===== config.mk =====
export PLATFORM = sky130hd
export DESIGN_NAME = video_dma
export DESIGN_NICKNAME = d
export VERILOG_FILES = /design/src/rtl/video_dma.sv
export SDC_FILE = /design/constraint.sdc
export NUM_CORES = 1
export LEC_CHECK = 0
export ABC_AREA = 1
export CAP_MARGIN = 25
export CELL_PAD_IN_SITES_DETAIL_PLACEMENT = 1
export CELL_PAD_IN_SITES_GLOBAL_PLACEMENT = 1
export CORE_UTILIZATION = 41
export DETAILED_ROUTE_END_ITERATION = 10
export PLACE_DENSITY = 0.95
export SLEW_MARGIN = 10
export SYNTH_ARGS = -nofsm -noshare
export SYNTH_HDL_FRONTEND = slang
export SYNTH_SLANG_ARGS = --single-unit
export TNS_END_PERCENT = 30

===== constraint.sdc =====
create_clock -name clk -period 5.28 [get_ports clk]
set_clock_uncertainty 0.2 [all_clocks]
set_input_delay 0.792 -clock clk [delete_from_list [all_inputs] [get_ports clk]]
set_output_delay 0.792 -clock clk [all_outputs]
set_load 0.1 [all_outputs]

===== src/rtl/video_dma.sv =====
// video_dma: programmable VRAM copy/fill engine.
// Sits in front of the video block's CPU-side VRAM port and multiplexes CPU
// accesses with its own DMA traffic. The CPU always wins the port; the DMA
// simply holds its state on any cycle where cpu_vram_sel is high.
//
// Ports:
//   clk, reset_n                  system clock, async active-low reset
//   io_addr/io_wrdata/io_wren     register write port (8 registers)
//   io_rddata                     combinational register readback
//   cpu_vram_*                    CPU VRAM request; cpu_vram_rddata is a passthrough
//   vram_addr/wrdata/wren         muxed request to the video VRAM port
//   vram_rddata                   VRAM read data, one cycle after the address
//   vblank                        vblank level, used for start gating
//   irq                           done & irq_en
//
// Register map: 0/1 SRC, 2/3 DST, 4/5 LEN (lo/hi), 6 FILL, 7 CTRL/STAT.
module video_dma (
  input  logic        clk,
  input  logic        reset_n,
  input  logic [2:0]  io_addr,
  output logic [7:0]  io_rddata,
  input  logic [7:0]  io_wrdata,
  input  logic        io_wren,
  input  logic        cpu_vram_sel,
  input  logic [13:0] cpu_vram_addr,
  input  logic [7:0]  cpu_vram_wrdata,
  input  logic        cpu_vram_wren,
  output logic [7:0]  cpu_vram_rddata,
  output logic [13:0] vram_addr,
  output logic [7:0]  vram_wrdata,
  output logic        vram_wren,
  input  logic [7:0]  vram_rddata,
  input  logic        vblank,
  output logic        irq
);

  // Completion does not occupy a state of its own: the last granted access
  // sets done and returns straight to IDLE, so done is visible the cycle
  // after the final write.
  typedef enum logic [2:0] {
    S_IDLE, S_WAITVB, S_ENTRY, S_FILL, S_READ, S_WRITE
  } state_e;

  state_e      state_q, state_d;
  logic [13:0] src_q, src_d, dst_q, dst_d, len_q, len_d;
  logic [7:0]  fill_q, fill_d, byte_q, byte_d;
  logic        mode_q, mode_d, wait_vb_q, wait_vb_d, irq_en_q, irq_en_d;
  logic        done_q, done_d, vblank_q, vblank_d, wr_first_q, wr_first_d;

  logic        busy, grant, ctrl_wr, abort;
  logic [13:0] dma_addr;
  logic [7:0]  dma_wrdata;
  logic        dma_wren;
  logic [1:0]  unused_wrdata;

  assign busy          = (state_q != S_IDLE);
  assign grant         = ~cpu_vram_sel;
  assign ctrl_wr       = io_wren && (io_addr == 3'd7);
  assign abort         = ctrl_wr && io_wrdata[6] && busy;
  assign unused_wrdata = io_wrdata[5:4];

  always_comb begin
    state_d    = state_q;
    src_d      = src_q;
    dst_d      = dst_q;
    len_d      = len_q;
    fill_d     = fill_q;
    byte_d     = byte_q;
    mode_d     = mode_q;
    wait_vb_d  = wait_vb_q;
    irq_en_d   = irq_en_q;
    done_d     = done_q;
    vblank_d   = vblank;
    wr_first_d = 1'b0;
    dma_addr   = 14'd0;
    dma_wrdata = 8'd0;
    dma_wren   = 1'b0;

    // Clear comes first so that a same-cycle completion overrides it.
    if (ctrl_wr && io_wrdata[7]) done_d = 1'b0;

    if (io_wren && !busy) begin
      case (io_addr)
        3'd0: src_d[7:0]  = io_wrdata;
        3'd1: src_d[13:8] = io_wrdata[5:0];
        3'd2: dst_d[7:0]  = io_wrdata;
        3'd3: dst_d[13:8] = io_wrdata[5:0];
        3'd4: len_d[7:0]  = io_wrdata;
        3'd5: len_d[13:8] = io_wrdata[5:0];
        3'd6: fill_d      = io_wrdata;
        default: begin
          mode_d    = io_wrdata[1];
          wait_vb_d = io_wrdata[2];
          irq_en_d  = io_wrdata[3];
          if (io_wrdata[0]) begin
            done_d  = 1'b0;
            state_d = io_wrdata[2] ? S_WAITVB : S_ENTRY;
          end
        end
      endcase
    end

    case (state_q)
      S_WAITVB: if (vblank && !vblank_q) state_d = S_ENTRY;
      S_ENTRY: begin
        if (len_q == 14'd0) begin
          state_d = S_IDLE;
          done_d  = 1'b1;
        end else begin
          state_d = mode_q ? S_FILL : S_READ;
        end
      end
      S_FILL: begin
        dma_addr   = dst_q;
        dma_wrdata = fill_q;
        dma_wren   = 1'b1;
        if (grant) begin
          dst_d = dst_q + 14'd1;
          len_d = len_q - 14'd1;
          if (len_q == 14'd1) begin
            state_d = S_IDLE;
            done_d  = 1'b1;
          end
        end
      end
      S_READ: begin
        dma_addr = src_q;
        if (grant) begin
          src_d      = src_q + 14'd1;
          state_d    = S_WRITE;
          wr_first_d = 1'b1;
        end
      end
      S_WRITE: begin
        // Read data is only on vram_rddata in the first WRITE cycle; a CPU
        // access in that cycle would otherwise lose it, so keep a copy.
        dma_addr   = dst_q;
        dma_wrdata = wr_first_q ? vram_rddata : byte_q;
        dma_wren   = 1'b1;
        if (wr_first_q) byte_d = vram_rddata;
        if (grant) begin
          dst_d = dst_q + 14'd1;
          len_d = len_q - 14'd1;
          if (len_q == 14'd1) begin
            state_d = S_IDLE;
            done_d  = 1'b1;
          end else begin
            state_d = S_READ;
          end
        end
      end
      default: ;
    endcase

    // Abort freezes the pointers where they are; any write granted this
    // cycle still reaches the port since the mux below is unaffected.
    if (abort) begin
      state_d    = S_IDLE;
      src_d      = src_q;
      dst_d      = dst_q;
      len_d      = len_q;
      done_d     = 1'b0;
      wr_first_d = 1'b0;
    end
  end

  always_ff @(posedge clk or negedge reset_n) begin
    if (!reset_n) begin
      state_q    <= S_IDLE;
      src_q      <= 14'd0;
      dst_q      <= 14'd0;
      len_q      <= 14'd0;
      fill_q     <= 8'd0;
      byte_q     <= 8'd0;
      mode_q     <= 1'b0;
      wait_vb_q  <= 1'b0;
      irq_en_q   <= 1'b0;
      done_q     <= 1'b0;
      vblank_q   <= 1'b0;
      wr_first_q <= 1'b0;
    end else begin
      state_q    <= state_d;
      src_q      <= src_d;
      dst_q      <= dst_d;
      len_q      <= len_d;
      fill_q     <= fill_d;
      byte_q     <= byte_d;
      mode_q     <= mode_d;
      wait_vb_q  <= wait_vb_d;
      irq_en_q   <= irq_en_d;
      done_q     <= done_d;
      vblank_q   <= vblank_d;
      wr_first_q <= wr_first_d;
    end
  end

  assign vram_addr       = cpu_vram_sel ? cpu_vram_addr   : dma_addr;
  assign vram_wrdata     = cpu_vram_sel ? cpu_vram_wrdata : dma_wrdata;
  assign vram_wren       = cpu_vram_sel ? cpu_vram_wren   : dma_wren;
  assign cpu_vram_rddata = vram_rddata;
  assign irq             = done_q & irq_en_q;

  always_comb begin
    case (io_addr)
      3'd0:    io_rddata = src_q[7:0];
      3'd1:    io_rddata = {2'b00, src_q[13:8]};
      3'd2:    io_rddata = dst_q[7:0];
      3'd3:    io_rddata = {2'b00, dst_q[13:8]};
      3'd4:    io_rddata = len_q[7:0];
      3'd5:    io_rddata = {2'b00, len_q[13:8]};
      3'd6:    io_rddata = fill_q;
      default: io_rddata = {done_q, 3'b000, irq_en_q, wait_vb_q, mode_q, busy};
    endcase
  end

endmodule

==> flow_summary.json <==
{
  "cp-start-kind": "primary input",
  "core-area_mm2": 0.01262,
  "critPathMaxFanout": 9,
  "final_cell_mix": "291 x nand2_1, 103 x inv_1, 88 x nand3_1",
  "r2r_end": "dst_q[0]",
  "nFillCells": 1731,
  "r2r-start": "state_q[2]",
  "finalMaxSlewViolations": 0,
  "wl_per_cell_um": 18.75,
  "critPathRequiredTime_ns": 4.29,
  "start_util": 0.4189,
  "grt_overflow": 0,
  "synth_cells": 858,
  "p_seq_frac": 0.254,
  "diodes": 0,
  "yosys_warnings": 0,
  "grt_usage": 0.3308,
  "synth_cell_types": 34,
  "viasPerCell": 5.700,
  "hp-class": "reg -> reg",
  "place_congestion": 0.8928,
  "period_needed_ns": 3.642,
  "final_cell_area_mm2": 0.006480,
  "fp-row-count": 41,
  "nets": 978,
  "pwr-share-clk": 0.174,
  "synth_edf_count": 0,
  "clockRootBuffer": "clkbuf_16",
  "cts.sinks": 67,
  "p_leak_uw": 0.003128,
  "hold_viol_final": 0,
  "synth_top_area_cell": "dfrtp_1",
  "dr.first_iter.drc_count": 326,
  "endpoint_kind": "primary output",
  "outcome": "finished clean",
  "rsz0062_at_grt": "false",
  "grt_max_degree": 68,
  "synth_fp_nets": 910,
  "syn_area_per_cell_um2": 6.161,
  "numCtsBuffers": 9,
  "cts_resized": 0,
  "grt_antenna_before_repair": 0,
  "synth_ff_type": "dfrtp_1",
  "timing.setup.tns_ns": 0,
  "clk_pin_slew_ns": 0.06,
  "peakVddDrop_v": 0.0003836,
  "die-height_um": 115.6,
  "internal_power_uw": 1771,
  "cts_htree_levels": 3,
  "dpl_cell_area_mm2": 0.006151,
  "synth-seq-area-share": 0.3172,
  "synth_top_cell_area_share": 0.3172,
  "port_buffers": 86,
  "cts_tree": "yes",
  "post_cts_buffers": 0,
  "drcViolationCount": 0,
  "powerDensity_mw_per_mm2": 610.3,
  "syn_area_mm2": 0.005286,
  "ios": 87,
  "dp_hpwl_um": 14860,
  "maxSlewHeadroom": 0.3543,
  "pwr-share-comb": 0.572,
  "setup_viol": 0,
  "num_vias": 6287,
  "die_w_um": 115.6,
  "r2r_cells": 8,
  "whs_endpoint": "dst_q[6]",
  "ys_ff_latch": 67,
  "fin_crit_sh": 0.6898,
  "detail-route-antenna-nets": 0,
  "p_sw_frac": 0.5522,
  "r2r_setup_slack_ns": 2.54,
  "criticalPathCategory": "in -> out",
  "async_flop_share": 1.000,
  "holdPathStages": 2,
  "synth.area.top_cells": "dfrtp_1 32%, nand2_1 21%, nand3_1 8.3%, inv_1 7.3%, nor2_1 5.3%",
  "drive_gt1_frac": 0.07411,
  "total_power_uw": 3955,
  "dr.pass1.iters": 4,
  "worstHoldStart": "dst_q[6]",
  "worstSkewPairLatency_ns": 0.36,
  "final_common_cell": "nand2_1",
  "worstMarginPinSlew_ns": 0.9655,
  "grt_pass1_vias": 6418,
  "synthToLayoutAreaGrowth_pct": 22.58,
  "p_sw_uw": 2184,
  "grt_pass1_wl_um": 33500,
  "fmax_mhz": 274.6,
  "timing.critical_path.arrival_ns": 2.65,
  "clockBufferDepth": 2,
  "hold_buffers": 0,
  "drv_cap": 0,
  "wirelength_um": 20680,
  "die_area_mm2": 0.01335
}
## power groups by stage
stage / logic (µW) / clock network (µW) / registers, µW
after floorplan: 1690 / 0 / 905
after global placement: 2180 / 0 / 995
after detailed placement: 2230 / 0 / 1000
after CTS: 2250 / 692 / 998
after global routing: 2460 / 714 / 1040
final: 2260 / 688 / 1000
## synthesized netlist by cell type, types with 2 or more instances
cell type	number
nor2_2	5
a21oi_1	27
nand3_1	88
nor2_4	3
o211ai_1	22
nor2_1	74
nand2_1	291
buf_2	16
clkinv_1	3
clkbuf_1	12
nor3_1	7
o221ai_1	10
o22ai_1	22
xor2_1	2
nand4_1	11
buf_4	8
a31oi_1	9
inv_1	103
inv_2	3
o21ai_1	4
dfrtp_1	67
ha_1	5
o21ai_0	54
o31ai_1	2
## critical path, stage by stage
cell,delay [ns]
clkdlybuf4s50_1,0.60
nand3_1,0.34
o22ai_1,0.31
a21oi_1,0.08
o211ai_1,0.17
buf_4,0.35
## through the flow
stage / hold WS [ns] / utilization / instances / worst slack [ns]
finish: 0.3099 / 0.5135 / 1103 / 1.638
global route: 0.3525 / 0.5135 / 1103 / 1.563
detailed placement: 0.3011 / 0.4874 / 1087 / 1.694
CTS: 0.3154 / 0.5135 / 1103 / 1.682
floorplan: 0.2534 / - / 858 / 1.223
global placement: 0.2702 / 0.4874 / 1087 / 1.720
## worst max path at each step
stage	slack, ns	from	cells past startpoint	end
finish	1.64	io_addr[2]	6	io_rddata[4]
global route	1.56	io_addr[0]	7	io_rddata[3]
CTS	1.68	cpu_vram_sel	7	vram_addr[2]
detailed placement	1.69	cpu_vram_sel	6	vram_addr[1]
global placement	1.72	cpu_vram_sel	6	vram_addr[2]
floorplan	1.22	cpu_vram_sel	6	vram_addr[10]
## kinds of logic after synthesis
logic type / synth area share
flip-flops: 0.3172
AO/OA/AOI/OAI: 0.1692
XOR/XNOR: 0.004971
buffers and inverters: 0.1131
AND/OR/NAND/NOR: 0.3837
adder cells (fa/ha/maj): 0.01183
## layer usage
metal  global-route usage  routed length (µm)
met2               0.5457                9755
met5                    0                   0
met4               0.1299                 677
met1               0.4209                8797
met3              0.07322                1448
## registers in the layout (all words and copies together) (netlist names)
signal,count
dst_q,14
done_q,1
state_q,3
fill_q,8
mode_q,1
irq_en_q,1
byte_q,8
src_q,14
vblank_q,1
len_q,14
wr_first_q,1
wait_vb_q,1
## cell type report
cell class	count	area, µm²	share of cell area
clock buffers	12	256.5	0.03958
clock inverters	4	72.57	0.01120
inverters	109	409.1	0.06314
multi-input cells	645	3012	0.4648
flip-flops and latches	67	1677	0.2587
well taps	172	215.2	0.03321
repair buffers	94	838.3	0.1294
No activity file was read; power rests on OpenSTA's default activity.
